File: config.mk
export PLATFORM = sky130hd
export DESIGN_NAME = muldiv_sequencer_flat
export DESIGN_NICKNAME = d
export VERILOG_FILES = /design/src/rtl/muldiv_sequencer_if.sv /design/src/rtl/muldiv_sequencer.sv /design/src/flat_wrapper.sv
export SDC_FILE = /design/constraint.sdc
export NUM_CORES = 1
export LEC_CHECK = 0
export ABC_AREA = 0
export CELL_PAD_IN_SITES_DETAIL_PLACEMENT = 0
export CELL_PAD_IN_SITES_GLOBAL_PLACEMENT = 2
export CORE_MARGIN = 1.5
export CORE_UTILIZATION = 30
export CTS_CLUSTER_SIZE = 28
export DETAILED_ROUTE_END_ITERATION = 6
export PLACE_DENSITY_LB_ADDON = 0.3
export SKIP_LAST_GASP = 1
export SYNTH_ARGS = -nofsm -noshare
export SYNTH_HDL_FRONTEND = slang
export SYNTH_SLANG_ARGS = --single-unit
File: constraint.sdc
create_clock -name clk -period 3.2 [get_ports clk]
set_input_delay 0.48 -clock clk [delete_from_list [all_inputs] [get_ports clk]]
set_output_delay 0.48 -clock clk [all_outputs]
set_load 0.005 [all_outputs]
File: src/rtl/muldiv_sequencer_if.sv
// Core-side bundle for the iterative multiply/divide unit.
// Carries the HI/LO command signals and the unit's status back to the core.
interface muldiv_sequencer_if #(
    parameter int XLEN = 32
);
    logic            start;
    logic [1:0]      op;
    logic [XLEN-1:0] a;
    logic [XLEN-1:0] b;
    logic            hi_we;
    logic            lo_we;
    logic [XLEN-1:0] wdata;
    logic            read_hilo;
    logic [XLEN-1:0] hi;
    logic [XLEN-1:0] lo;
    logic            busy;
    logic            done;
    logic            stall;

    modport master (
        output start, op, a, b,
        output hi_we, lo_we, wdata, read_hilo,
        input  hi, lo, busy, done, stall
    );

    modport slave (
        input  start, op, a, b,
        input  hi_we, lo_we, wdata, read_hilo,
        output hi, lo, busy, done, stall
    );
endinterface

File: src/rtl/muldiv_sequencer.sv
// Iterative MULT/MULTU/DIV/DIVU unit owning the HI/LO registers.
// One multiplier/quotient bit per clock; sign fix and writeback in FIX.
module muldiv_sequencer #(
    parameter int XLEN = 32
) (
    input  logic                clk,
    input  logic                reset,
    muldiv_sequencer_if.slave   bus
);
    localparam int CW = $clog2(XLEN);

    typedef enum logic [1:0] {
        IDLE = 2'd0,
        CALC = 2'd1,
        FIX  = 2'd2
    } state_t;

    state_t            state_q, state_d;
    logic [CW-1:0]     cnt_q, cnt_d;
    logic [2*XLEN-1:0] acc_q, acc_d;
    logic [XLEN-1:0]   dvs_q, dvs_d;
    logic [XLEN-1:0]   aorig_q, aorig_d;
    logic              is_div_q, is_div_d;
    logic              neg_q_q, neg_q_d;
    logic              neg_r_q, neg_r_d;
    logic              dz_q, dz_d;
    logic [XLEN-1:0]   hi_q, hi_d;
    logic [XLEN-1:0]   lo_q, lo_d;
    logic              done_q, done_d;

    logic              sgn;
    logic [XLEN-1:0]   a_mag;
    logic [XLEN-1:0]   b_mag;
    logic [XLEN:0]     mul_sum;
    logic [XLEN:0]     rem_sh;
    logic [XLEN:0]     div_diff;
    logic [2*XLEN-1:0] prod;
    logic [XLEN-1:0]   quo;
    logic [XLEN-1:0]   rem;

    // Operand magnitudes and single-iteration datapath
    assign sgn      = bus.op[0];
    assign a_mag    = (sgn && bus.a[XLEN-1]) ? -bus.a : bus.a;
    assign b_mag    = (sgn && bus.b[XLEN-1]) ? -bus.b : bus.b;
    assign mul_sum  = {1'b0, acc_q[2*XLEN-1:XLEN]} + {1'b0, dvs_q};
    assign rem_sh   = acc_q[2*XLEN-1:XLEN-1];
    assign div_diff = rem_sh - {1'b0, dvs_q};
    assign prod     = neg_q_q ? -acc_q : acc_q;
    assign quo      = neg_q_q ? -acc_q[XLEN-1:0] : acc_q[XLEN-1:0];
    assign rem      = neg_r_q ? -acc_q[2*XLEN-1:XLEN]
                              : acc_q[2*XLEN-1:XLEN];

    // Next-state, iteration and HI/LO write selection
    always_comb begin
        state_d  = state_q;
        cnt_d    = cnt_q;
        acc_d    = acc_q;
        dvs_d    = dvs_q;
        aorig_d  = aorig_q;
        is_div_d = is_div_q;
        neg_q_d  = neg_q_q;
        neg_r_d  = neg_r_q;
        dz_d     = dz_q;
        hi_d     = hi_q;
        lo_d     = lo_q;
        done_d   = 1'b0;
        unique case (state_q)
            IDLE: begin
                if (bus.start) begin
                    is_div_d = bus.op[1];
                    neg_q_d  = sgn & (bus.a[XLEN-1] ^ bus.b[XLEN-1]);
                    neg_r_d  = sgn & bus.a[XLEN-1];
                    dz_d     = bus.op[1] && (bus.b == '0);
                    aorig_d  = bus.a;
                    cnt_d    = CW'(XLEN - 1);
                    state_d  = CALC;
                    if (bus.op[1]) begin
                        acc_d = {{XLEN{1'b0}}, a_mag};
                        dvs_d = b_mag;
                    end else begin
                        acc_d = {{XLEN{1'b0}}, b_mag};
                        dvs_d = a_mag;
                    end
                end else begin
                    if (bus.hi_we) hi_d = bus.wdata;
                    if (bus.lo_we) lo_d = bus.wdata;
                end
            end
            CALC: begin
                if (is_div_q) begin
                    if (div_diff[XLEN])
                        acc_d = {rem_sh[XLEN-1:0],
                                 acc_q[XLEN-2:0], 1'b0};
                    else
                        acc_d = {div_diff[XLEN-1:0],
                                 acc_q[XLEN-2:0], 1'b1};
                end else begin
                    if (acc_q[0])
                        acc_d = {mul_sum, acc_q[XLEN-1:1]};
                    else
                        acc_d = {1'b0, acc_q[2*XLEN-1:1]};
                end
                if (cnt_q == '0)
                    state_d = FIX;
                else
                    cnt_d = cnt_q - 1'b1;
            end
            FIX: begin
                done_d  = 1'b1;
                state_d = IDLE;
                if (!is_div_q) begin
                    hi_d = prod[2*XLEN-1:XLEN];
                    lo_d = prod[XLEN-1:0];
                end else if (dz_q) begin
                    hi_d = aorig_q;
                    lo_d = '1;
                end else begin
                    hi_d = rem;
                    lo_d = quo;
                end
            end
            default: state_d = IDLE;
        endcase
    end

    // State and datapath registers; reset aborts any operation
    always_ff @(posedge clk) begin
        if (reset) begin
            state_q  <= IDLE;
            cnt_q    <= '0;
            acc_q    <= '0;
            dvs_q    <= '0;
            aorig_q  <= '0;
            is_div_q <= 1'b0;
            neg_q_q  <= 1'b0;
            neg_r_q  <= 1'b0;
            dz_q     <= 1'b0;
            hi_q     <= '0;
            lo_q     <= '0;
            done_q   <= 1'b0;
        end else begin
            state_q  <= state_d;
            cnt_q    <= cnt_d;
            acc_q    <= acc_d;
            dvs_q    <= dvs_d;
            aorig_q  <= aorig_d;
            is_div_q <= is_div_d;
            neg_q_q  <= neg_q_d;
            neg_r_q  <= neg_r_d;
            dz_q     <= dz_d;
            hi_q     <= hi_d;
            lo_q     <= lo_d;
            done_q   <= done_d;
        end
    end

    assign bus.hi    = hi_q;
    assign bus.lo    = lo_q;
    assign bus.busy  = (state_q != IDLE);
    assign bus.done  = done_q;
    assign bus.stall = bus.busy & (bus.start | bus.read_hilo |
                                   bus.hi_we | bus.lo_we);

    // The decoder never issues a mult/div and an MTHI/MTLO together
    a_no_start_and_write : assert property (
        @(posedge clk) disable iff (reset)
        !((state_q == IDLE) && bus.start && (bus.hi_we || bus.lo_we))
    );
endmodule

File: src/flat_wrapper.sv
// flat-port wrapper written by rule: the top's interface ports become plain ports
module muldiv_sequencer_flat 
#(
    parameter int XLEN = 32
)
  (clk, reset, bus_start, bus_op, bus_a, bus_b, bus_hi_we, bus_lo_we, bus_wdata, bus_read_hilo, bus_hi, bus_lo, bus_busy, bus_done, bus_stall);
  muldiv_sequencer_if #(.XLEN(XLEN)) bus_i ();
  input  logic clk;
  input  logic reset;
  input wire logic [$bits(bus_i.start)-1:0] bus_start;
  input wire logic [$bits(bus_i.op)-1:0] bus_op;
  input wire logic [$bits(bus_i.a)-1:0] bus_a;
  input wire logic [$bits(bus_i.b)-1:0] bus_b;
  input wire logic [$bits(bus_i.hi_we)-1:0] bus_hi_we;
  input wire logic [$bits(bus_i.lo_we)-1:0] bus_lo_we;
  input wire logic [$bits(bus_i.wdata)-1:0] bus_wdata;
  input wire logic [$bits(bus_i.read_hilo)-1:0] bus_read_hilo;
  output wire logic [$bits(bus_i.hi)-1:0] bus_hi;
  output wire logic [$bits(bus_i.lo)-1:0] bus_lo;
  output wire logic [$bits(bus_i.busy)-1:0] bus_busy;
  output wire logic [$bits(bus_i.done)-1:0] bus_done;
  output wire logic [$bits(bus_i.stall)-1:0] bus_stall;
  assign bus_i.start = bus_start;
  assign bus_i.op = bus_op;
  assign bus_i.a = bus_a;
  assign bus_i.b = bus_b;
  assign bus_i.hi_we = bus_hi_we;
  assign bus_i.lo_we = bus_lo_we;
  assign bus_i.wdata = bus_wdata;
  assign bus_i.read_hilo = bus_read_hilo;
  assign bus_hi = bus_i.hi;
  assign bus_lo = bus_i.lo;
  assign bus_busy = bus_i.busy;
  assign bus_done = bus_i.done;
  assign bus_stall = bus_i.stall;
  muldiv_sequencer #(.XLEN(XLEN)) u_core (.clk(clk), .reset(reset), .bus(bus_i));
endmodule
==> results of run 1 <==
-- how the worst min path moves through the flow --
stage,to,cells past startpoint
2_1_floorplan,u_core.aorig_q[14],2
3_3_place_gp,u_core.bus.lo[31],2
3_5_place_dp,u_core.bus.lo[5],2
4_1_cts,u_core.acc_q[10],3
5_1_grt,u_core.acc_q[10],3
6_report,u_core.acc_q[10],3
-- cell families (layout without fill, tap and decap cells) --
logic type | after synthesis | count (layout)
AO/OA/AOI/OAI | 804 | 804
AND/OR/NAND/NOR | 797 | 797
buffers and inverters | 274 | 630
flip-flops | 204 | 204
XOR/XNOR | 184 | 184
adder cells (fa/ha/maj) | 72 | 72
multiplexers | 61 | 61
-- cell usage after synthesis, types with 9 or more instances --
| master | number |
|---|---|
| a2111oi_0 | 10 |
| a211oi_1 | 67 |
| a21o_1 | 33 |
| a21oi_1 | 237 |
| a311oi_1 | 13 |
| a31oi_1 | 23 |
| a32o_1 | 9 |
| and2_1 | 10 |
| and3_1 | 14 |
| buf_1 | 12 |
| clkbuf_1 | 185 |
| dfxtp_1 | 204 |
| ha_1 | 70 |
| inv_1 | 69 |
| mux2i_1 | 53 |
| nand2_1 | 325 |
| nand2b_1 | 21 |
| nand3_1 | 34 |
| nand4_1 | 17 |
| nor2_1 | 202 |
| nor2b_1 | 27 |
| nor3_1 | 49 |
| nor4_1 | 19 |
| o211ai_1 | 57 |
| o21a_1 | 14 |
| o21ai_0 | 155 |
| o221ai_1 | 33 |
| o22ai_1 | 22 |
| o31ai_1 | 39 |
| o41ai_1 | 18 |
| or2_2 | 9 |
| or3_1 | 26 |
| or4_1 | 12 |
| xnor2_1 | 106 |
| xor2_1 | 78 |
-- critical path: cells and delay by family (launching register included) --
kind                     cells  cell delay [ns]
AO/OA/AOI/OAI                6             1.47
buffers and inverters        3             0.37
adder cells (fa/ha/maj)      1             0.25
AND/OR/NAND/NOR              3             0.63
flip-flops                   1             0.36
-- layout make-up --
type	count	area, sq um
fillers	5869	33400
multi-input cells	1918	12600
repair buffers	512	4430
flip-flops and latches	204	4100
well taps	756	946
clock buffers	39	761
inverters	73	274
clock inverters	6	123
-- metrics by stage --
stage / instances / util (%)
2_1_floorplan: 2396 / -
3_3_place_gp: 3457 / 38.5
3_5_place_dp: 3457 / 38.5
4_1_cts: 3503 / 40.2
5_1_grt: 3508 / 41.0
6_report: 3508 / 41.0
-- registers in the layout, indices dropped and copies added (netlist names) --
register / cells
u_core.dz_q: 1
u_core.acc_q: 64
u_core.dvs_q: 32
u_core.neg_q_q: 1
u_core.aorig_q: 32
u_core.state_q: 2
u_core.cnt_q: 5
u_core.is_div_q: 1
u_core.bus.lo: 32
u_core.neg_r_q: 1
u_core.bus.done: 1
u_core.bus.hi: 32
-- per-layer routing --
metal | global-route usage (%) | vias to the layer above | share of wire (%)
met1 | 38.7 | 9557 | 45
met4 | 8.95 | 2 | 3.4
met5 | 0 | - | 0.014
li1 | - | 9371 | -
met3 | 4.49 | 121 | 7.0
met2 | 43.0 | 742 | 44
-- power groups by stage --
stage	Sequential (mW)	Combinational, mW	Clock [mW]
6_report	3.01	4.88	3.16
5_1_grt	3.03	5.23	3.29
4_1_cts	3.00	4.57	3.19
3_5_place_dp	3.06	4.50	0
3_3_place_gp	3.05	4.50	0
2_1_floorplan	2.98	2.45	0
-- what timing repair did --
action,in CTS,in global routing
buffers inserted,1,7
pin swaps,6,29
resized for setup,26,105
setup endpoints to repair,38,54
==> summary.md, run 1 <==
| Metric | Value |
|---|---|
| Status | `finished clean` |
| Final #Nets | `2912` |
| Max Fclk | `0.315 GHz` |
| Post-synthesis adder-cell area fraction | `5.32%` |
| Post-Synth Simple-Gate Area | `21.6%` |
| Critical path origin | `u_core.dvs_q[5]` |
| Detail Placement HPWL | `66.8 mm` |
| Flops & latches, synth | `204` |
| Critical path's slowest cell | `a311o_1` |
| Drt pass-1 iters | `5` |
| Hold path startpoint | `reset` |
| Setup CP Type | `reg -> reg` |
| Initial antenna violation count | `1` |
| Least-Margin Pin Slew | `1.05 ns` |
| Core area | `0.0566 sq mm` |
| Worst reg2reg path depth | `13` |
| XOR/XNOR share of the synthesized area | `9.36%` |
| Vias | `19.8k` |
| Post-synthesis mux area share | `3.61%` |
| R2r startpoint | `u_core.dvs_q[5]` |
| Internal power | `6.73 mW` |
| I/O pin cnt | `171` |
| WL final | `84.7 mm` |
| Critical path endpoint category | `flip-flop` |
| P&R area growth vs syn | `34.9%` |
| Bufs on Longest Clock Path | `3` |
| Port bufs | `170` |
| Register area share after synthesis | `23.7%` |
| Switch share | `39.0%` |
| Overall Global Routing Usage | `27.7%` |
| Crit Path Max Fanout | `5` |
| Std-Cell Rows | `87` |
| Psw | `4.31 mW` |
| Critical path cell sequence | `inv_1 -> ha_4 -> a21o_1 -> or3_1 -> o21a_4 -> a311o_1 -> and3_4 -> o21ai_4 -> nand2_4 -> buf_4 -> buf_6 -> o311a_1 -> o31ai_2` |
| Compound-Gate Fraction of Synth Area | `30.3%` |
| Asr flop ratio synth | `0%` |
| Final WS setup | `0.0247 ns` |
| Die area | `0.0588 sq mm` |
| HP Class | `in -> reg` |
| Synth top area cells | `dfxtp_1, nand2_1, a21oi_1` |
| Post-synthesis cell count | `2396` |
| Cell Pwr Density | `476 mW/mm^2` |
| Die height | `243 microns` |
| Slew Limit Fails | `0` |
| Netlist Area Pre-Place | `0.0172 sq mm` |
| Post-route ant nets | `0` |
| Unrepaired setup endpoints after global routing | `true` |
| Ys Warns | `0` |
| Share of cells above drive strength 1 | `18.5%` |
| Syn avg cell area | `7.18 sq um` |
| Worst R2R Setup Slack | `0.02 ns` |
| Fin area | `0.0232 sq mm` |
| Wire per inst | `24.1 microns` |
| Iter 0 DRT Violations | `1812` |
| Number of enable flip-flop cells after synthesis | `0` |
| Clk slew on worst S/H paths | `0.06 ns` |
| Worst VDD drop | `380 uV` |
| ANT cells | `0` |
| Max-Cap Viols | `0` |
| Largest area contributor in the netlist | `dfxtp_1` |
| Remaining DRCs | `0` |
| Die Wd | `243 microns` |
| Worst path required time | `3.67 ns` |
| Final Hold Fails | `0` |
| Post-Syn Nets | `2572` |
| Gate power share | `44.2%` |
| Clock skew | `0.0135 ns` |
| Setup TNS | `0 ns` |
| Worst setup path end | `u_core.acc_q[61]` |
| Synth top area share | `23.7%` |
| Clock share of power | `28.6%` |
| # setup viols final | `0` |
| Register share of total power | `27.3%` |
| RR Endpoint | `u_core.acc_q[61]` |
| Clock Tree Root | `clkbuf_16` |
| Largest family of logic cells by synthesized area | `compound AO/OA/AOI/OAI gates` |
| Most common cell after layout, fill and taps aside | `nand2_1` |
| First-pass GRT wire length | `123 mm` |
| Final GP Congestion | `0.935` |
| Largest net degree at the start of global routing | `73` |
| CP Data Arrival Time | `3.65 ns` |
| Initial core utilization | `30.4%` |
| CTS buffer count | `27` |
| Clock sinks | `204` |
| Vias in the first global route | `18.5k` |
| Count of cell types in the netlist | `84` |
| Ys flop type | `dfxtp_1` |
| Global route total overflow | `0` |
| Worst-Skew Late Latency | `0.57 ns` |
| Vias/cell | `5.64` |
| Final period utilization | `99.2%` |
| Pre-CTS setup slack | `-0.515 ns` |
| Hold WS | `0.287 ns` |
| Worst setup SP type | `flip-flop` |
| Final min period | `3.18 ns` |
| LEAKAGE | `9.15 nW` |
| Hold Buf Count CTS | `0` |
| Relative slew slack | `29.8%` |
| Most frequent cells in the layout | `nand2_1, buf_4, a21oi_1, nor2_1, dfxtp_1` |
| Slowest stage delay, CP | `0.42 ns` |
| CTS tree | `built` |
| Final Power | `11.0 mW` |
| CTS H-tree depth | `1` |
| DP Area | `0.0218 sq mm` |
Note: power is estimated with default switching activity, not from simulation.
==> inputs of run 2 (changes only) <==
--- a/config.mk
+++ b/config.mk
@@ -12,6 +12,7 @@
 export CORE_UTILIZATION = 30
 export CTS_CLUSTER_SIZE = 28
 export DETAILED_ROUTE_END_ITERATION = 6
+export GPL_ROUTABILITY_DRIVEN = 0
 export PLACE_DENSITY_LB_ADDON = 0.3
 export SKIP_LAST_GASP = 1
 export SYNTH_ARGS = -nofsm -noshare
==> summary.md, run 2 (synthesis results as in run 1) <==
| Metric | Value |
|---|---|
| R2r startpoint | `u_core.acc_q[18]` |
| Final Power | `11.2 mW` |
| Relative slew slack | `40.5%` |
| Clock sinks | `204` |
| Remaining DRCs | `0` |
| CP bufs+invs | `0` |
| HP Class | `in -> reg` |
| Vias | `20.0k` |
| Most frequent cells in the layout | `nand2_1, buf_4, a21oi_1, nor2_1, dfxtp_1` |
| I/O pin cnt | `171` |
| Worst reg2reg path depth | `9` |
| Vias/cell | `5.70` |
| Clk slew on worst S/H paths | `0.06 ns` |
| Worst VDD drop | `304 uV` |
| Crit Path Max Fanout | `3` |
| Top reg by flops | `u_core.acc_q` |
| Final period utilization | `99.1%` |
| Hold Buf Count CTS | `0` |
| Clock Tree Root | `clkbuf_16` |
| Cell Pwr Density | `483 mW/mm^2` |
| Critical path's slowest cell | `or3b_4` |
| Die area | `0.0588 sq mm` |
| Critical path cell sequence | `or3_4 -> nor4_4 -> or3b_4 -> or3_4 -> nand2b_4 -> or3_1 -> o41ai_2 -> xor2_1 -> a2111oi_1` |
| Hold WS | `0.203 ns` |
| Clock skew | `0.0222 ns` |
| Hold path startpoint | `reset` |
| WL final | `84.2 mm` |
| Worst-Skew Late Latency | `0.58 ns` |
| Status | `finished clean` |
| RR Endpoint | `u_core.bus.hi[27]` |
| Share of cells above drive strength 1 | `18.2%` |
| Port bufs | `170` |
| LEAKAGE | `9.13 nW` |
| Fin area | `0.0233 sq mm` |
| Slew Limit Fails | `0` |
| CP Data Arrival Time | `3.63 ns` |
| Final min period | `3.17 ns` |
| Detail Placement HPWL | `65.8 mm` |
| Largest net degree at the start of global routing | `110` |
| Global route total overflow | `0` |
| CP top delay family | `simple AND/OR/NAND/NOR gates` |
| Std-Cell Rows | `87` |
| Worst Hold End | `u_core.acc_q[7]` |
| # setup viols final | `0` |
| Levels on crit path | `9` |
| Initial core utilization | `30.4%` |
| P&R area growth vs syn | `35.1%` |
| Vias in the first global route | `19.2k` |
| Final Hold Fails | `0` |
| Die height | `243 microns` |
| Post-Place Cells | `3451` |
| Max Fclk | `0.315 GHz` |
| Worst setup SP type | `flip-flop` |
| Wire per inst | `24.0 microns` |
| Iter 0 DRT Violations | `1631` |
| Final #Nets | `2908` |
| Bufs on Longest Clock Path | `3` |
| Core area | `0.0566 sq mm` |
| CTS tree | `built` |
| CTS H-tree depth | `1` |
| Post-route ant nets | `0` |
| Setup CP Type | `reg -> reg` |
| Critical path endpoint category | `flip-flop` |
| Most common cell after layout, fill and taps aside | `nand2_1` |
| First-pass GRT wire length | `124 mm` |
| Slowest stage delay, CP | `0.43 ns` |
| Worst path required time | `3.66 ns` |
| DP Area | `0.0218 sq mm` |
| Layout Cells excl Fill | `3508` |
| Most frequent CP cell | `or3_4` |
| Worst R2R Setup Slack | `0.03 ns` |
| Overall Global Routing Usage | `27.5%` |
| Drt pass-1 iters | `6` |
| WHS Path Cells | `2` |
| Largest register FFs | `64` |
| Initial antenna violation count | `0` |
| Least-Margin Pin Slew | `0.892 ns` |
| Die Wd | `243 microns` |
| CTS buffer count | `28` |
| Unrepaired setup endpoints after global routing | `true` |
| Max-Cap Viols | `0` |
| ANT cells | `0` |
## run 2: changes by cell type in the layout (fill, tap and decap cells not counted), sizes merged
| cell | before | now |
|---|---|---|
| clkinv | 5 | 10 |
| buf | 344 | 338 |
| bufinv | 3 | 4 |
## run 2: per-layer routing
layer / GRT usage, % / vias up / wire length, microns
met5: 0 / - / 0
met3: 4.00 / 131 / 5610
met4: 7.81 / 0 / 2600
met1: 37.3 / 9769 / 37400
li1: - / 9378 / -
met2: 45.1 / 714 / 38600
## run 2: worst max path at each step
stage / start / endpoint / slack (ns)
floorplan: u_core.dvs_q[5] / u_core.acc_q[46] / 0.09
global placement: bus_a[9] / u_core.acc_q[14] / -0.43
detailed placement: u_core.dvs_q[5] / u_core.acc_q[57] / -0.42
CTS: u_core.dvs_q[0] / u_core.acc_q[49] / 0.01
global route: u_core.acc_q[18] / u_core.bus.hi[27] / -0.05
finish: u_core.acc_q[18] / u_core.bus.hi[27] / 0.03
## run 2: area by class of cell
type                       instances  area, sq um
timing repair buffer             507         4460
clock buffer                      38          790
sequential                       204         4100
tap                              756          946
fill                            5851        33300
multi-input combinational       1918        12500
inverter                          73          274
clock inverter                    12          166
## run 2: timing repair
item | 4_1_cts | 5_1_grt
endpoints found under the setup margin | 42 | 49
gates cloned | 0 | 1
pin swaps | 7 | 22
gates resized for setup | 30 | 84
setup buffers | 4 | 3
## run 2: power breakdown
group | internal, mW | switching [mW] | total [mW]
sequential | 2.78 | 0.239 | 3.02
combinational | 2.09 | 2.78 | 4.87
clock | 2.04 | 1.31 | 3.34
total | 6.90 | 4.33 | 11.2
## run 2: stage by stage
stage               utilization [%]  setup slack, ns  TNS [ns]
floorplan                         -           0.0867         0
global placement               38.5           -0.428    -16.46
detailed placement             38.5           -0.422    -19.60
CTS                            40.4          0.00959         0
global route                   41.1          -0.0505    -0.118
finish                         41.1           0.0283         0
